$ cat config.mk
export PLATFORM = sky130hd
export DESIGN_NAME = pipe_word_serializer
export DESIGN_NICKNAME = d
export VERILOG_FILES = /design/src/rtl/pipe_word_serializer.sv
export SDC_FILE = /design/constraint.sdc
export NUM_CORES = 1
export LEC_CHECK = 0
export CAP_MARGIN = 10
export CORE_MARGIN = 2
export CORE_UTILIZATION = 45
export DETAILED_ROUTE_END_ITERATION = 10
export GPL_TIMING_DRIVEN = 0
export PLACE_DENSITY = 0.74
export SLEW_MARGIN = 20
export SYNTH_ARGS = -nofsm -noshare
export SYNTH_HDL_FRONTEND = slang
export SYNTH_SLANG_ARGS = --single-unit
$ cat constraint.sdc
create_clock -name CLK -period 3.15 [get_ports CLK]
set_input_delay 0.4725 -clock CLK [delete_from_list [all_inputs] [get_ports CLK]]
set_output_delay 0.4725 -clock CLK [all_outputs]
set_load 0.05 [all_outputs]
$ cat src/rtl/pipe_word_serializer.sv
// Serializes one {header, payload} PipeIn message into a framed stream of words:
// a header word followed by the payload words (LSW first), with valid/ready flow control.
module pipe_word_serializer #(
    parameter int HDR_W     = 16,
    parameter int PAYLOAD_W = 128,
    parameter int WORD_W    = 32
) (
    input  logic                       CLK,
    input  logic                       nRST,
    input  logic                       pipe_enq__ENA,
    input  logic [HDR_W+PAYLOAD_W-1:0] pipe_enq_v,
    input  logic                       pipe_enq_last,
    output logic                       pipe_enq__RDY,
    output logic                       word_valid,
    output logic [WORD_W-1:0]          word_data,
    output logic                       word_last,
    input  logic                       word_ready,
    output logic [15:0]                msg_count,
    output logic                       busy
);

    localparam int NW = PAYLOAD_W / WORD_W;
    localparam int KW = (NW > 1) ? $clog2(NW) : 1;
    localparam logic [KW-1:0] K_LAST  = KW'(NW - 1);
    localparam logic [7:0]    NW_BYTE = 8'(NW);

    typedef enum logic [1:0] {IDLE, HEAD, BODY} state_t;

    state_t                     state_reg, state_next;
    logic [KW-1:0]              k_reg, k_next;
    logic [HDR_W+PAYLOAD_W-1:0] msg_reg;
    logic                       last_reg;
    logic [15:0]                msg_count_reg;
    logic                       hs, enq_fire, final_hs;
    logic [WORD_W-1:0]          payload_words [NW];

    generate
        for (genvar gi = 0; gi < NW; gi++) begin : g_words
            assign payload_words[gi] = msg_reg[gi*WORD_W +: WORD_W];
        end
    endgenerate

    // Valid comes only from state, so it never depends on word_ready combinationally.
    assign word_valid = (state_reg != IDLE);
    assign busy       = word_valid;
    assign hs         = word_valid & word_ready;
    assign final_hs   = (state_reg == BODY) && (k_reg == K_LAST) && word_ready;
    // Accepting during the final handshake lets the next frame follow with no bubble.
    assign pipe_enq__RDY = !nRST && ((state_reg == IDLE) || final_hs);
    assign enq_fire      = pipe_enq__ENA & pipe_enq__RDY;
    assign msg_count     = msg_count_reg;

    always_comb begin
        state_next = state_reg;
        k_next     = k_reg;
        word_data  = '0;
        word_last  = 1'b0;
        case (state_reg)
            IDLE: begin
                if (enq_fire) state_next = HEAD;
            end
            HEAD: begin
                word_data = {last_reg, {(WORD_W-HDR_W-9){1'b0}}, NW_BYTE,
                             msg_reg[HDR_W+PAYLOAD_W-1:PAYLOAD_W]};
                if (hs) begin
                    state_next = BODY;
                    k_next     = '0;
                end
            end
            BODY: begin
                word_data = payload_words[k_reg];
                word_last = (k_reg == K_LAST);
                if (hs) begin
                    if (k_reg == K_LAST) state_next = enq_fire ? HEAD : IDLE;
                    else                 k_next     = k_reg + KW'(1);
                end
            end
            default: state_next = IDLE;
        endcase
    end

    always_ff @(posedge CLK) begin
        if (nRST) begin
            state_reg     <= IDLE;
            k_reg         <= '0;
            msg_reg       <= '0;
            last_reg      <= 1'b0;
            msg_count_reg <= '0;
        end else begin
            state_reg <= state_next;
            k_reg     <= k_next;
            if (enq_fire) begin
                msg_reg  <= pipe_enq_v;
                last_reg <= pipe_enq_last;
            end
            if (final_hs) msg_count_reg <= msg_count_reg + 16'd1;
        end
    end

    // An enq while not ready is dropped by the logic above; flag it in simulation.
    always_ff @(posedge CLK) begin
        if (!nRST) begin
            assert (!(pipe_enq__ENA && !pipe_enq__RDY))
                else $warning("pipe_word_serializer: enq while not ready ignored");
        end
    end

endmodule

==> impl_metrics.ini <==
[place]
dpl_cell_area_um2 = 9698
gp_congestion = 0.8656
port_buffers = 200
place_ws_ns = -0.3806
hpwl_um = 16160

[global_routing]
grt_pass1_wl_um = 34870
antenna_found_initial = 2
grtUsageTotal_pct = 25.67
grt_overflow = 0
grt_pass1_vias = 6609
grt_max_degree = 20

[floorplan]
fp.coreArea_um2 = 16000
fp.dieW_um = 132.5
num_rows = 46
die_h_um = 132.5
dieArea_um2 = 17550
initial_utilization_pct = 46.41
io_pins = 201

[detailed_routing]
post_drt_wl_per_cell_um = 17.31
drt-initial-drc-count = 576
first_pass_iters = 5
detail-route-antenna-nets = 0
vias_per_cell = 5.229
dr_total_vias = 6688
drc = 0
totalWireLength_um = 22150

[sta]
fmax_mhz = 329.1
fin_tns_setup_ns = 0
min_period_over_period_pct = 96.48
rsz0062_at_grt = no
hold_violations = 0
fin_worst_skew_ns = 0.008989
fin_crit_ns = 3.039
slew_headroom_pct = 51.11
setup_ws_ns = 0.1110
finalSetupViolations = 0
fin_hold_ws_ns = 0.4723
final_max_slew_viol_count = 0
worst_pin_slew_ns = 0.7334

[setup_path]
r2r-start = state_reg[0]
critical_path.max_fanout = 10
arrival_ns = 2.57
reg2reg_to = msg_reg[64]
r2r_cells = 9
setup.worst_path.class = reg -> out
rrSetupSlack_ns = 0.76
required_ns = 2.68
startpoint_type = flip-flop
end_kind = output port

[synth]
synth_most_common_cell = nand2_1
synth_commonest_cells = nand2_1, dfxtp_1, nand3b_1
synth-seq-cells = 165
syn_inst = 832
synth_edf_count = 0
syn_nets = 987
synthesis.area_um2 = 7426
synth-seq-area-share_pct = 44.48
syn_avg_cell_area_um2 = 8.925
synth_cell_type_count = 43
async_flop_share_pct = 0
synth-warning-count = 0
ys.flop_type = dfxtp_1
yosys.area.top_type = dfxtp_1
synth_top_area_share_pct = 44.48
synthTopCellsByArea = dfxtp_1, nand2_1, nand3b_1, mux4_2, a22o_1

[cells_and_area]
num-fill-cells = 1434
nets = 1204
largest_reg_flops = 144
areaGrowthSynthToFinish_pct = 37.25
fin_area_um2 = 10190
drive_above_1_share_pct = 10.73

[clocking]
cts_tree = built
cts_buffer_depth = 2
numCtsBuffers = 17
htree_num_levels = 4
clk_latency_ns = 0.43
path_clk_slew_ns = 0.06
cts.sinks = 165
root_buffer = clkbuf_16

[min_path]
hold_path_class = reg -> reg
holdPathEnd = msg_reg[66]
hold_start = msg_reg[66]
whs_path_depth = 2

[power]
max-vdd-ir-drop_uv = 391.4
pwr_density_cell_nw_per_um2 = 560.3
p_leak_nw = 4.427

[run_status]
status = finished clean

[job]
maxCapViolations = 0
final cells by class:
cell class	count	area, um^2	area share (%)
multi-input cells	595	3770	36.99
flip-flops and latches	165	3303	32.41
repair buffers	200	1924	18.88
clock buffers	25	485.5	4.763
plain buffers	64	341.6	3.351
well taps	216	270.3	2.652
clock inverters	7	72.57	0.7120
inverters	6	22.52	0.2210
diodes	1	2.502	0.02455
critical path: stages, from the launching register on:
cell and delay, ns:
dfxtp_1 0.33, clkbuf_1 0.37, clkbuf_2 0.45, mux4_2 0.36
and2_1 0.19, clkdlybuf4s15_1 0.45
placed cells by master (no fill, tap or decap), types with 7 or more instances in the layout:
cell type,count
nor2_1,15
dlygate4sd2_1,10
buf_2,20
a22o_1,17
clkbuf_1,31
buf_6,7
nand2_1,293
nand3b_1,145
a21oi_1,10
mux4_2,32
clkbuf_2,20
clkbuf_16,17
clkdlybuf4s15_1,9
dfxtp_1,165
clkdlybuf4s50_1,168
and2_1,17
routing by layer:
layer	track usage (%)	up-vias	part of all wire (%)
met4	8.542	2	1.4
met2	41.82	260	48
li1	-	3258	-
met1	34.15	3143	44
met3	5.402	25	7.1
met5	0	-	0.072
metrics by stage:
stage	util (%)	std cells	total power [mW]
floorplan	-	832	3.279
global placement	60.61	1248	3.747
detailed placement	60.61	1248	3.772
CTS	63.95	1278	5.737
global route	63.70	1279	5.964
finish	63.70	1279	5.711
repair_timing:
| action | 4_1_cts | 5_1_grt |
|---|---|---|
| gates resized for setup | 48 | 31 |
| setup endpoints to repair | 33 | 22 |
| hold buffers | 0 | 0 |
| buffers inserted | 0 | 0 |
kinds of logic (layout without fill, tap and decap cells):
family / count (synthesis) / after routing / synth area share, %
AOI/OAI and AO/OA: 41 / 41 / 3.977
xor gates and xnor gates: 9 / 9 / 1.061
adders and majority gates: 6 / 6 / 1.011
buffers and inverters: 72 / 302 / 4.768
DFF: 165 / 165 / 44.48
muxes: 34 / 34 / 9.992
other: 0 / 1 / 0
and+or+nand+nor: 505 / 505 / 34.71
power by group:
group / internal, mW / switching, mW / total (mW)
Sequential: 2.39 / 0.176 / 2.56
Combinational: 0.549 / 0.620 / 1.17
Clock: 1.15 / 0.827 / 1.98
Total: 4.09 / 1.62 / 5.71
worst max-delay path by stage:
stage	startpoint	slack, ns	to	depth (start not counted)
after floorplan	state_reg[0]	0.81	word_data[0]	6
final	k_reg[1]	0.11	word_data[28]	5
after global routing	state_reg[0]	0.0007	word_data[5]	6
after detailed placement	state_reg[0]	-0.38	word_data[31]	7
after global placement	state_reg[0]	-0.36	word_data[31]	7
after CTS	state_reg[0]	0.0008	word_data[9]	6
(Power assumes the default switching activity.)
